[config.mk]
export PLATFORM = sky130hd
export DESIGN_NAME = alu
export DESIGN_NICKNAME = d
export VERILOG_FILES = /design/src/rtl/alu.sv
export SDC_FILE = /design/constraint.sdc
export NUM_CORES = 1
export LEC_CHECK = 0
export ABC_AREA = 1
export CAP_MARGIN = 0
export CELL_PAD_IN_SITES_DETAIL_PLACEMENT = 0
export CELL_PAD_IN_SITES_GLOBAL_PLACEMENT = 1
export CORE_UTILIZATION = 28
export DETAILED_ROUTE_END_ITERATION = 8
export PLACE_DENSITY = 0.67
export SYNTH_ARGS = -nofsm -noshare
export SYNTH_HDL_FRONTEND = slang
export SYNTH_SLANG_ARGS = --single-unit
[constraint.sdc]
create_clock -name clk -period 2.9 [get_ports clk]
set_input_delay 0.58 -clock clk [delete_from_list [all_inputs] [get_ports clk]]
set_output_delay 0.58 -clock clk [all_outputs]
set_load 0.02 [all_outputs]
[src/rtl/alu.sv]
// ---------------------------------------------------------------------------
// alu -- registered single-cycle integer ALU
//
// Purpose:
//   Arithmetic (MODE=1) and logical (MODE=0) command sets on two WIDTH-bit
//   unsigned operands. Every output is registered: with CE=1 the outputs
//   show the result of the inputs sampled at that rising edge; with CE=0
//   everything holds. rst is synchronous, active-high and beats CE.
//
// Ports:
//   clk        clock, rising edge
//   rst        synchronous active-high reset (clears all outputs)
//   OPA, OPB   operands (WIDTH bits)
//   CMD        operation code (CMD_WIDTH+1 bits)
//   CIN        carry/borrow-in for ADD_CIN / SUB_CIN
//   CE         clock enable; 0 holds all outputs
//   MODE       1 = arithmetic set, 0 = logical set
//   INP_VALID  bit0 = OPA valid, bit1 = OPB valid
//   RES        result (WIDTH+1 bits)
//   OFLOW      borrow / underflow
//   COUT       carry-out
//   E, G, L    compare equal / greater / less
//   ERR        illegal command or missing operand
//
// Build option:
//   ALU_ROTATE_EN  when defined, logical CMD 12/13 are ROL_A_B / ROR_A_B
//                  (A rotated by the low log2(WIDTH) bits of B). Otherwise
//                  those codes are illegal.
// ---------------------------------------------------------------------------
module alu #(
  parameter int WIDTH     = 8,
  parameter int CMD_WIDTH = 3
) (
  input  logic                 clk,
  input  logic                 rst,
  input  logic [WIDTH-1:0]     OPA,
  input  logic [WIDTH-1:0]     OPB,
  input  logic [CMD_WIDTH:0]   CMD,
  input  logic                 CIN,
  input  logic                 CE,
  input  logic                 MODE,
  input  logic [1:0]           INP_VALID,
  output logic [WIDTH:0]       RES,
  output logic                 OFLOW,
  output logic                 COUT,
  output logic                 E,
  output logic                 G,
  output logic                 L,
  output logic                 ERR
);

  localparam logic [WIDTH:0] ONE = {{WIDTH{1'b0}}, 1'b1};

  // Zero-extended operands so carries and borrows land in bit WIDTH.
  logic [WIDTH:0] a_ext;
  logic [WIDTH:0] b_ext;
  logic [WIDTH:0] cin_ext;
  logic [WIDTH:0] sum;
  logic [WIDTH:0] sum_cin;
  logic [WIDTH:0] diff;
  logic [WIDTH:0] diff_cin;
  logic [WIDTH:0] b_plus_cin;

  assign a_ext      = {1'b0, OPA};
  assign b_ext      = {1'b0, OPB};
  assign cin_ext    = {{WIDTH{1'b0}}, CIN};
  assign sum        = a_ext + b_ext;
  assign sum_cin    = sum + cin_ext;
  assign diff       = a_ext - b_ext;
  assign diff_cin   = diff - cin_ext;
  // Cannot overflow WIDTH+1 bits, so the borrow test below is exact.
  assign b_plus_cin = b_ext + cin_ext;

`ifdef ALU_ROTATE_EN
  localparam int SHW = $clog2(WIDTH);

  logic [SHW-1:0]   rot_amt;
  logic [WIDTH-1:0] rol_val;
  logic [WIDTH-1:0] ror_val;
  logic             rot_range_err;

  assign rot_amt       = OPB[SHW-1:0];
  // Any set bit above the rotate field is flagged, the rotate still happens.
  assign rot_range_err = |OPB[WIDTH-1:SHW];

  // Each output bit selects its source bit; the SHW-bit index arithmetic
  // wraps modulo WIDTH, which is exactly the rotate.
  genvar gi;
  generate
    for (gi = 0; gi < WIDTH; gi++) begin : g_rot
      assign rol_val[gi] = OPA[SHW'(gi) - rot_amt];
      assign ror_val[gi] = OPA[SHW'(gi) + rot_amt];
    end
  endgenerate
`endif

  logic [WIDTH:0] res_next;
  logic           oflow_next;
  logic           cout_next;
  logic           e_next;
  logic           g_next;
  logic           l_next;
  logic           err_next;
  logic           need_a;
  logic           need_b;
  logic           legal;

  always_comb begin
    res_next   = '0;
    oflow_next = 1'b0;
    cout_next  = 1'b0;
    e_next     = 1'b0;
    g_next     = 1'b0;
    l_next     = 1'b0;
    err_next   = 1'b0;
    need_a     = 1'b0;
    need_b     = 1'b0;
    legal      = 1'b1;

    if (MODE) begin
      case (int'(CMD))
        0: begin
          need_a = 1'b1; need_b = 1'b1;
          res_next  = sum;
          cout_next = sum[WIDTH];
        end
        1: begin
          need_a = 1'b1; need_b = 1'b1;
          res_next   = diff;
          oflow_next = (a_ext < b_ext);
        end
        2: begin
          need_a = 1'b1; need_b = 1'b1;
          res_next  = sum_cin;
          cout_next = sum_cin[WIDTH];
        end
        3: begin
          need_a = 1'b1; need_b = 1'b1;
          res_next   = diff_cin;
          oflow_next = (a_ext < b_plus_cin);
        end
        4: begin
          need_a   = 1'b1;
          res_next = a_ext + ONE;
        end
        5: begin
          need_a     = 1'b1;
          res_next   = a_ext - ONE;
          oflow_next = (OPA == '0);
        end
        6: begin
          need_b   = 1'b1;
          res_next = b_ext + ONE;
        end
        7: begin
          need_b     = 1'b1;
          res_next   = b_ext - ONE;
          oflow_next = (OPB == '0);
        end
        8: begin
          need_a = 1'b1; need_b = 1'b1;
          e_next = (OPA == OPB);
          g_next = (OPA > OPB);
          l_next = (OPA < OPB);
        end
        default: legal = 1'b0;
      endcase
    end else begin
      case (int'(CMD))
        0:  begin need_a = 1'b1; need_b = 1'b1; res_next = {1'b0, OPA & OPB};    end
        1:  begin need_a = 1'b1; need_b = 1'b1; res_next = {1'b0, ~(OPA & OPB)}; end
        2:  begin need_a = 1'b1; need_b = 1'b1; res_next = {1'b0, OPA | OPB};    end
        3:  begin need_a = 1'b1; need_b = 1'b1; res_next = {1'b0, ~(OPA | OPB)}; end
        4:  begin need_a = 1'b1; need_b = 1'b1; res_next = {1'b0, OPA ^ OPB};    end
        5:  begin need_a = 1'b1; need_b = 1'b1; res_next = {1'b0, ~(OPA ^ OPB)}; end
        6:  begin need_a = 1'b1; res_next = {1'b0, ~OPA}; end
        7:  begin need_b = 1'b1; res_next = {1'b0, ~OPB}; end
        8:  begin need_a = 1'b1; res_next = {2'b00, OPA[WIDTH-1:1]}; end
        9:  begin need_a = 1'b1; res_next = {1'b0, OPA[WIDTH-2:0], 1'b0}; end
        10: begin need_b = 1'b1; res_next = {2'b00, OPB[WIDTH-1:1]}; end
        11: begin need_b = 1'b1; res_next = {1'b0, OPB[WIDTH-2:0], 1'b0}; end
`ifdef ALU_ROTATE_EN
        12: begin
          need_a = 1'b1; need_b = 1'b1;
          res_next = {1'b0, rol_val};
          err_next = rot_range_err;
        end
        13: begin
          need_a = 1'b1; need_b = 1'b1;
          res_next = {1'b0, ror_val};
          err_next = rot_range_err;
        end
`endif
        default: legal = 1'b0;
      endcase
    end

    // Illegal code or a missing required operand: only ERR survives.
    if (!legal || (need_a && !INP_VALID[0]) || (need_b && !INP_VALID[1])) begin
      res_next   = '0;
      oflow_next = 1'b0;
      cout_next  = 1'b0;
      e_next     = 1'b0;
      g_next     = 1'b0;
      l_next     = 1'b0;
      err_next   = 1'b1;
    end
  end

  logic [WIDTH:0] res_reg;
  logic           oflow_reg;
  logic           cout_reg;
  logic           e_reg;
  logic           g_reg;
  logic           l_reg;
  logic           err_reg;

  always_ff @(posedge clk) begin
    if (rst) begin
      res_reg   <= '0;
      oflow_reg <= 1'b0;
      cout_reg  <= 1'b0;
      e_reg     <= 1'b0;
      g_reg     <= 1'b0;
      l_reg     <= 1'b0;
      err_reg   <= 1'b0;
    end else if (CE) begin
      res_reg   <= res_next;
      oflow_reg <= oflow_next;
      cout_reg  <= cout_next;
      e_reg     <= e_next;
      g_reg     <= g_next;
      l_reg     <= l_next;
      err_reg   <= err_next;
    end
  end

  assign RES   = res_reg;
  assign OFLOW = oflow_reg;
  assign COUT  = cout_reg;
  assign E     = e_reg;
  assign G     = g_reg;
  assign L     = l_reg;
  assign ERR   = err_reg;

endmodule

==> impl_results.md <==
* Gpl congestion at 0.9123
* PortBufs at a little over 40
* Crit path max-delay cell type: clkdlybuf4s50_1
* Placed cells at roughly 1100
* Actual slew at the worst max-slew pin at 0.6241 ns
* CP Cell Sequence: clkdlybuf4s50_1 -> buf_6 -> inv_2 -> buf_4 -> ha_1 -> nor2_2 -> nand2_2 -> nand3_1 -> nand2_1 -> nand2_2 -> nand2_1 -> o32ai_1 -> nand3b_1 -> nand3_1 -> a21oi_2
* Clock Pin Slew Worst Setup and Hold Paths at 0.05 ns
* Mapped Nets at approximately 800
* Initial antenna violation count at 0
* Buffers & Inverters on Critical Path at 4
* Leak at ~3.1 nW
* Layout Cells excl Fill at 1073
* CP Launch Type: primary input
* Synth cell types at 42
* # setup viols final at 0
* HP Class: reg2reg
* Max_cap viols at 0
* Peak VDD IR at ~150 uV
* Reg2Reg Setup Slack at 2.20 ns
* Most frequent cells in the layout: 167 x nand2_1, 152 x buf_4, 92 x inv_1, 69 x nand3_1, 52 x nor2_1
* Post-synth EDFFs at 0
* Critical Path End Type: flop
* Starting density of the core at 29.00%
* Outcome: finished, final reports clean
* Worst skew pair latency at 0.25 ns
* Required @ worst endpoint at ~3 ns
* Layout area overhead at 52.93%
* Max_slew headroom at roughly 60%
* Iteration-0 DRC count of the detailed router at 496
* Die H at 122.4 um
* GR Util All Layers at between 20% and 30%
* Die W at 122.4 um
* Via/cell ratio at roughly 5.3
* Pin count of the biggest net entering global routing at 18
* Final design utilization at around 44%
* Synth Instances at 703
* Congestion Overflow GR at 0
* Clk buf depth at 2
* Clock tree from TritonCTS: built
* H-tree Lvls at 1
* DR pass1 iterations at 7
* Crit path arrival time at 2.97 ns
* FP Rows at 43
* Routed WL per cell at around 17 um
* Synthesis warning total at 0
* Die Footprint at 14970 um2
* Post-DP HPWL at 15.69 mm
* Cell family with most CP delay: simple AND/OR/NAND/NOR gates
* Cell area after synthesis at between 4000 and 5000 um2
* Cell Pwr Density at roughly 240 nW/um2
* WS Path Type: in2reg
* Yosys reg bits at 15
* CP max stage delay at about 0.47 ns
* Crit share post-route at a little over nine tenths
* Final Critical Period at 2.805 ns
* Clock sinks at 15
* Seq/Total Area, Yosys at 7.403%
* Core ar. at between 10000 and 15000 um2
* Worst setup margin at approximately 0.095 ns
* Syn avg cell area at between 5 and 6 um2
* Max Clock Skew at 0 ns
* Commonest non-fill, non-tap cell in the layout: nand2_1
* Vias in the first global route at between 5000 and 6000
* Pre-CTS setup slack at -0.4440 ns
* Final Hold Viols at 0
* Global-route wire length before repair at around 29 mm
* CP max FO at 7
* Post-layout nets at just under 1000
* Asr flop ratio synth at 0%
* TritonCTS Buffers at 3
* Fin. max-slew vios at 0
* # IOs at 42
* Peak Freq at between 300 and 400 MHz
* Layout cells sized above 1 at approximately 28%
* Aggregate routed wire length at approximately 18 mm
* Ys flop type: dfxtp_1
* Post-route antenna net violation count at 0
* Unrepaired setup endpoints after global routing: yes
* Diodes inserted at 0
* Vias at 5654
* DRC violations left at 0
* CTS root buf: clkbuf_16
==> synthesized netlist by cell type (all sizes together), types with 4 or more instances <==
master | n | area (um2)
a211oi | 4 | 30.03
a21oi | 41 | 209.0
a221oi | 9 | 78.83
buf | 9 | 52.55
dfxtp | 15 | 300.3
fa | 4 | 80.08
ha | 59 | 738.2
inv | 98 | 367.8
nand2 | 188 | 718.2
nand3 | 76 | 385.4
nand4 | 27 | 168.9
nor2 | 74 | 295.3
nor3 | 9 | 45.04
nor4 | 4 | 25.02
o21ai | 29 | 145.1
o22ai | 23 | 143.9
xor2 | 5 | 43.79
==> final timing paths <==
path,startpoint,end,cells after the start
max,OPB[1],OFLOW,15
min,RES[4],RES[4],2
max reg2reg,ERR,ERR,3
min reg2reg,RES[4],RES[4],2
==> flip-flops by register name, indices dropped and copies added (netlist names) <==
name / cells
G: 1
ERR: 1
E: 1
OFLOW: 1
COUT: 1
RES: 9
L: 1
==> timing repair <==
item | in CTS | in global routing
cloned | 0 | 0
endpoints found under the setup margin | 9 | 9
hold buffers | 0 | 0
setup buffers | 2 | 6
pin swaps | 9 | 18
resized for setup | 24 | 65
==> final cells by class <==
| class | instances | area (um2) |
|---|---|---|
| Timing Repair Buffer | 198 | 1639 |
| Multi-Input combinational cell | 578 | 3586 |
| Clock inverter | 1 | 5.005 |
| Sequential cell | 15 | 300.3 |
| Inverter | 98 | 372.9 |
| Fill cell | 1505 | 7785 |
| Tap cell | 180 | 225.2 |
| Clock buffer | 3 | 75.07 |
==> worst min-delay path: cells and delay by family (launching register included) <==
kind | cells | cell delay (ns)
flip-flops | 1 | 0.31
AND/OR/NAND/NOR | 1 | 0.06
AO/OA/AOI/OAI | 1 | 0.05
==> cell families after synthesis <==
group	share of synthesized area, %
simple gates	41.21
compound gates	18.85
buf+inv	10.64
fa+ha+maj	20.17
flops	7.403
xor+xnor	1.727
==> metal layers <==
metal | track usage, % | wire (um) | vias up
li1 | - | - | 2772
met1 | 33.30 | 8040 | 2645
met2 | 42.77 | 8852 | 207
met3 | 1.998 | 1058 | 30
met4 | 7.241 | 543 | 0
met5 | 0 | 0 | -
==> through the flow <==
| step | total power [mW] | area (um2) | hold slack [ns] | setup TNS [ns] |
|---|---|---|---|---|
| after floorplan | 0.6773 | 4056 | 0.5352 | 0 |
| after global placement | 1.124 | 5784 | 0.4572 | -3.343 |
| after detailed placement | 1.132 | 5784 | 0.4581 | -3.775 |
| after CTS | 1.414 | 5929 | 0.4668 | 0 |
| after global routing | 1.588 | 6203 | 0.4838 | -0.04320 |
| final | 1.476 | 6203 | 0.4656 | 0 |
==> power by group <==
| group | leakage (nW) | internal, mW | switching, mW |
|---|---|---|---|
| logic | 2.98 | 0.426 | 0.564 |
| clock network | 0.0409 | 0.184 | 0.0844 |
| registers | 0.122 | 0.214 | 0.00410 |
| total | 3.14 | 0.824 | 0.652 |
Power figures use the tool's default switching activity.
